===== src/rtl/csd_pkg.sv =====
// Shared types and constants for the CSD shift-add coefficient multiplier.
// The term record uses the default 4-bit shift field; wider SHW values are formed in the top level.
package csd_pkg;

  localparam int DEF_SHW    = 4;
  localparam int DEF_NTERMS = 5;

  typedef struct packed {
    logic               en;
    logic               neg;
    logic [DEF_SHW-1:0] shift;
  } term_t;

  // Reset coefficient: 2^-1 + 2^-4 + 2^-7 + 2^-10 + 2^-13, roughly 4/7.
  localparam term_t DEFAULT_TERMS [DEF_NTERMS] = '{
    '{en: 1'b1, neg: 1'b0, shift: 4'd1},
    '{en: 1'b1, neg: 1'b0, shift: 4'd4},
    '{en: 1'b1, neg: 1'b0, shift: 4'd7},
    '{en: 1'b1, neg: 1'b0, shift: 4'd10},
    '{en: 1'b1, neg: 1'b0, shift: 4'd13}
  };

  function automatic int clog2(input int value);
    int r;
    int v;
    r = 0;
    v = value - 1;
    while (v > 0) begin
      r = r + 1;
      v = v >> 1;
    end
    return (r < 1) ? 1 : r;
  endfunction

  function automatic term_t default_term(input int idx);
    term_t t;
    t = '0;
    if (idx < DEF_NTERMS) t = DEFAULT_TERMS[idx];
    return t;
  endfunction

endpackage


===== src/rtl/csd_term.sv =====
// One shift-add term: sign-extend, arithmetic right shift (floor), optional negate.
// Purely combinational; the caller registers the result.
module csd_term
  import csd_pkg::*;
#(
  parameter int WIDTH = 41,
  parameter int GUARD = 4,
  parameter int SHW   = 4
) (
  input  logic [WIDTH-1:0]       data,
  input  logic                   en,
  input  logic                   neg,
  input  logic [SHW-1:0]         shift,
  output logic [WIDTH+GUARD-1:0] term
);

  localparam int SW = WIDTH + GUARD;

  logic signed [SW-1:0] ext;
  logic signed [SW-1:0] shifted;

  always_comb begin
    ext     = {{GUARD{data[WIDTH-1]}}, data};
    shifted = ext >>> shift;
    term    = '0;
    if (en) term = neg ? -shifted : shifted;
  end

endmodule


===== src/rtl/csd_coef_mult.sv =====
// Pipelined constant-coefficient multiplier built from a runtime-programmable,
// double-buffered bank of CSD shift-add terms, with saturating output.
module csd_coef_mult
  import csd_pkg::*;
#(
  parameter int WIDTH  = 41,
  parameter int NTERMS = 5,
  parameter int SHW    = 4,
  parameter int GUARD  = 4,
  localparam int IDXW  = clog2(NTERMS)
) (
  input  logic             clk,
  input  logic             rst_n,
  input  logic             in_valid,
  input  logic [WIDTH-1:0] in_data,
  input  logic             cfg_we,
  input  logic [IDXW-1:0]  cfg_idx,
  input  logic [SHW+1:0]   cfg_term,
  input  logic             cfg_commit,
  output logic             out_valid,
  output logic [WIDTH-1:0] out_data,
  output logic             out_sat
);

  localparam int SW = WIDTH + GUARD;

  localparam logic signed [SW-1:0] MAX_EXT = {{(GUARD + 1){1'b0}}, {(WIDTH - 1){1'b1}}};
  localparam logic signed [SW-1:0] MIN_EXT = {{(GUARD + 1){1'b1}}, {(WIDTH - 1){1'b0}}};

  logic [SW-1:0] term_q [NTERMS];

  logic                 v1_reg;
  logic                 v2_reg;
  logic signed [SW-1:0] sum_next;
  logic signed [SW-1:0] sum_reg;
  logic [WIDTH-1:0]     out_data_next;
  logic                 out_sat_next;

  generate
    for (genvar gi = 0; gi < NTERMS; gi++) begin : g_term
      localparam term_t          DEF_T    = default_term(gi);
      localparam logic [SHW+1:0] DEF_BITS = {DEF_T.en, DEF_T.neg, SHW'(DEF_T.shift)};

      logic [SHW+1:0] shadow_reg;
      logic [SHW+1:0] active_reg;
      logic [SW-1:0]  term_next;
      logic [SW-1:0]  term_reg;

      // Non-blocking semantics make a same-cycle commit copy the pre-write shadow.
      always_ff @(posedge clk or negedge rst_n) begin
        if (!rst_n) begin
          shadow_reg <= DEF_BITS;
          active_reg <= DEF_BITS;
        end else begin
          if (cfg_commit) active_reg <= shadow_reg;
          if (cfg_we && (cfg_idx == IDXW'(gi))) shadow_reg <= cfg_term;
        end
      end

      csd_term #(
        .WIDTH (WIDTH),
        .GUARD (GUARD),
        .SHW   (SHW)
      ) u_term (
        .data  (in_data),
        .en    (active_reg[SHW+1]),
        .neg   (active_reg[SHW]),
        .shift (active_reg[SHW-1:0]),
        .term  (term_next)
      );

      always_ff @(posedge clk or negedge rst_n) begin
        if (!rst_n) begin
          term_reg <= '0;
        end else if (in_valid) begin
          term_reg <= term_next;
        end
      end

      assign term_q[gi] = term_reg;
    end
  endgenerate

  always_comb begin
    sum_next = '0;
    for (int i = 0; i < NTERMS; i++) begin
      sum_next = sum_next + $signed(term_q[i]);
    end
  end

  always_comb begin
    out_sat_next  = 1'b0;
    out_data_next = sum_reg[WIDTH-1:0];
    if (sum_reg > MAX_EXT) begin
      out_sat_next  = 1'b1;
      out_data_next = MAX_EXT[WIDTH-1:0];
    end else if (sum_reg < MIN_EXT) begin
      out_sat_next  = 1'b1;
      out_data_next = MIN_EXT[WIDTH-1:0];
    end
  end

  always_ff @(posedge clk or negedge rst_n) begin
    if (!rst_n) begin
      v1_reg    <= 1'b0;
      v2_reg    <= 1'b0;
      out_valid <= 1'b0;
      sum_reg   <= '0;
      out_data  <= '0;
      out_sat   <= 1'b0;
    end else begin
      v1_reg    <= in_valid;
      v2_reg    <= v1_reg;
      out_valid <= v2_reg;
      if (v1_reg) sum_reg <= sum_next;
      if (v2_reg) begin
        out_data <= out_data_next;
        out_sat  <= out_sat_next;
      end
    end
  end

endmodule


===== config.mk =====
export PLATFORM = sky130hd
export DESIGN_NAME = csd_coef_mult
export DESIGN_NICKNAME = d
export VERILOG_FILES = /design/src/rtl/csd_pkg.sv /design/src/rtl/csd_term.sv /design/src/rtl/csd_coef_mult.sv
export SDC_FILE = /design/constraint.sdc
export NUM_CORES = 2
export LEC_CHECK = 0
export ABC_AREA = 1
export CAP_MARGIN = 25
export CORE_ASPECT_RATIO = 2
export CORE_UTILIZATION = 40
export CTS_CLUSTER_SIZE = 10
export DETAILED_ROUTE_END_ITERATION = 16
export GPL_TIMING_DRIVEN = 0
export SYNTH_ARGS = -nofsm -noshare
export SYNTH_HDL_FRONTEND = slang
export SYNTH_SLANG_ARGS = --single-unit

===== constraint.sdc =====
create_clock -name clk -period 4.29 [get_ports clk]
set_clock_uncertainty 0.2 [all_clocks]
set_input_delay 0.858 -clock clk [delete_from_list [all_inputs] [get_ports clk]]
set_output_delay 0.858 -clock clk [all_outputs]
set_load 0.005 [all_outputs]

==> metrics.cfg <==
[routing]
wl_per_cell_um = 27.4
route.detailed.drc = 0
drt-initial-drc-count = 3598
post_drt_via_cell_ratio = 5.72
dr.pass1.iters = 6
postRouteWirelength_um = 204000
ant_nets = 0
vias = 42500

[placed_design]
dpl.hpwl_um = 166000
dp_slack_ns = -1.91
port_buffers = 57
place_congestion = 1.01

[timing]
post-route-period-util = 1.04
max_freq_ghz = 0.223
worst_slew_pin_slew_ns = 1.16
worst_slack_ns = -0.188
final.setup.tns_ns = -1.60
slew_headroom = 0.224
report.final.slew_viol_count = 0
rsz0062_at_grt = true
min_period_ns = 4.48
setup_viol = 16
final-hold-violation-count = 0

[setup_path]
worst_setup_path_start_kind = flip-flop
crit_cells = 18
path_class = flip-flop to flip-flop
path_buf_inv = 4
slowest_stage = fa_2
rr_worst_depth = 18
crit_path_end_kind = flip-flop
critPathTopFamily = adder cells
required_ns = 4.61
path_cells = clkinvlp_4 -> fa_1 -> fa_2 -> fa_1 -> inv_2 -> ha_4 -> inv_4 -> fa_2 -> nor3_4 -> nor2_4 -> o21bai_4 -> a21oi_4 -> o21bai_2 -> buf_6 -> a21oi_2 -> or2_4 -> nand3_2 -> nand2_2
worstPathMaxFanout = 3
slowest_delay_ns = 0.61
cp_data_arrival_time_ns = 4.80

[logic_synthesis]
yosysSeqAreaShare = 0.257
syn_area_um2 = 36700
synth_cell_types = 48
synth-simple-area-share = 0.439
ys.flop_type = dfrtp_1
ys_async_sr_fraction = 1.00
synth_edf_count = 0
synth_top_family_by_area = simple AND/OR/NAND/NOR gates
synth_top_area_share = 0.236
avgSynthCellArea_um2 = 6.10
synth-xor-area-share = 0.0134
synth_compound_area_frac = 0.0926
synth_most_common_cell = nand2_1
synthTopCellsByArea = dfrtp_1 (24%), nand2_1 (21%), nand3_1 (16%), fa_1 (7.2%), inv_1 (6.8%)
synthAdderAreaFrac = 0.0886
synth_fp_nets = 6248
synth.area.mux_share = 0.00154
syn_inst = 6012
yosysTopAreaCell = dfrtp_1
ys_ff_latch = 375
ys_warn_count = 0
synth_common_cells = nand2_1 (2096), nand3_1 (1176), inv_1 (660), nor2_1 (353), dfrtp_1 (345)

[clock_tree]
root_buffer = clkbuf_16
insertion_delay_ns = 0.63
tritoncts = yes
numCtsBuffers = 45
clockBufferDepth = 3
clock-sinks = 375
cts_hold_buf = 0
clkTransAtPathRegs_ns = 0.07
cts_max_level = 2

[grt]
overflow = 0
grt_pass1_wl_um = 288000
grtUsageTotal = 0.434
grt_start_max_net_pins = 112
grt_pass1_vias = 42100
antenna_found_initial = 10

[status]
status = complete, but fails checks
violations = negative setup slack

[die]
die_width_um = 216
die_h_um = 430
core_area_um2 = 90600
io_pins = 98
start_util = 0.405
dieArea_um2 = 92900
num_rows = 156

[job]
maxCapViolCount = 0

[final_layout]
layout-drive-gt1-share = 0.121
area_growth_pct = 17.5
n_fill_cell = 9881
largest_reg_flops = 225
num-nets-final = 6463

[power]
leakage_nw = 21.2
ir_drop_v = 0.000595
powerDensity_nw_per_um2 = 833

[hold_path]
hp-class = input pin to asynchronous set/reset pin

## through the flow
step | area, um^2 | utilization | instances | hold slack [ns] | total power [W]
floorplan | 36700 | - | 6012 | 0.152 | 0.0183
global placement | 38700 | 0.427 | 7254 | 0.179 | 0.0258
detailed placement | 39200 | 0.433 | 7283 | 0.161 | 0.0259
CTS | 42000 | 0.464 | 7384 | 0.0281 | 0.0328
global route | 43100 | 0.476 | 7434 | 0.0660 | 0.0382
finish | 43100 | 0.476 | 7437 | 0.0205 | 0.0359
## path summary, 6_finish.rpt
kind / startpoint / to / slack (ns)
max in group asynchronous: rst_n / g_term[1].term_reg[24] / 2.34
worst min-delay path: rst_n / out_data[3] / 0.02
worst max-delay path: g_term[1].term_reg[1] / sum_reg[29] / -0.19
worst max register to register: g_term[1].term_reg[1] / sum_reg[29] / -0.19
min in group clk: v1_reg / v2_reg / 0.18
worst min register to register: v1_reg / v2_reg / 0.18
## repair_timing
action                     in CTS  in global routing
buffers inserted               33                 47
resized for setup             311                209
hold endpoints to repair        0                  0
gates cloned                    0                  0
setup endpoints to repair      38                 45
pin swaps                      57                 96
## per-layer routing
| metal | GRT usage | up-vias | routed length [um] | part of all wire |
|---|---|---|---|---|
| li1 | - | 19800 | - | - |
| met1 | 0.397 | 20000 | 62900 | 0.31 |
| met2 | 0.763 | 1878 | 100000 | 0.49 |
| met3 | 0.0768 | 862 | 12400 | 0.061 |
| met4 | 0.487 | 6 | 28200 | 0.14 |
| met5 | 0.000529 | - | 35 | 0.00017 |
## power breakdown
part | total (W) | switching [W] | internal (W)
Sequential | 0.00541 | 0.000725 | 0.00468
Clock | 0.00388 | 0.00171 | 0.00217
Combinational | 0.0266 | 0.0176 | 0.00900
Total | 0.0359 | 0.0200 | 0.0159
## cell usage in the layout (no fill, tap or decap), types with 21 or more instances in the layout
cell type        instances
o22ai_1                 35
buf_4                   79
buf_2                   89
ha_4                    32
nand4_1                 55
inv_1                  574
buf_8                   26
clkbuf_16               45
inv_2                   94
nand2_1               2052
xnor2_1                 21
nand2_2                 42
xor2_1                  29
dfrtp_1                340
o21ai_2                 44
nor2_2                  32
nor2_1                 321
o21ai_0                248
fa_1                   127
nor2_4                  23
buf_1                   53
clkbuf_1               149
o21ai_1                109
dfstp_2                 30
a21oi_1                 82
clkdlybuf4s50_1         55
nand3_1               1156
## cell families after synthesis
logic type / after synthesis
compound gates: 623
xor+xnor: 56
fa+ha+maj: 181
buf+inv: 997
flops: 375
mux: 5
simple gates: 3775
## area by class of cell
cell class              instances  area (um^2)  share of cell area
multi-input cells            4640        25000               0.580
clock inverters                 8          166             0.00386
inverters                     688         2630              0.0610
clock buffers                  60         1190              0.0277
repair buffers                168         1770              0.0410
diodes                          4         10.0            0.000232
flip-flops and latches        375         9430               0.219
well taps                    1185         1480              0.0344
plain buffers                 309         1400              0.0326
(Power assumes the default switching activity.)
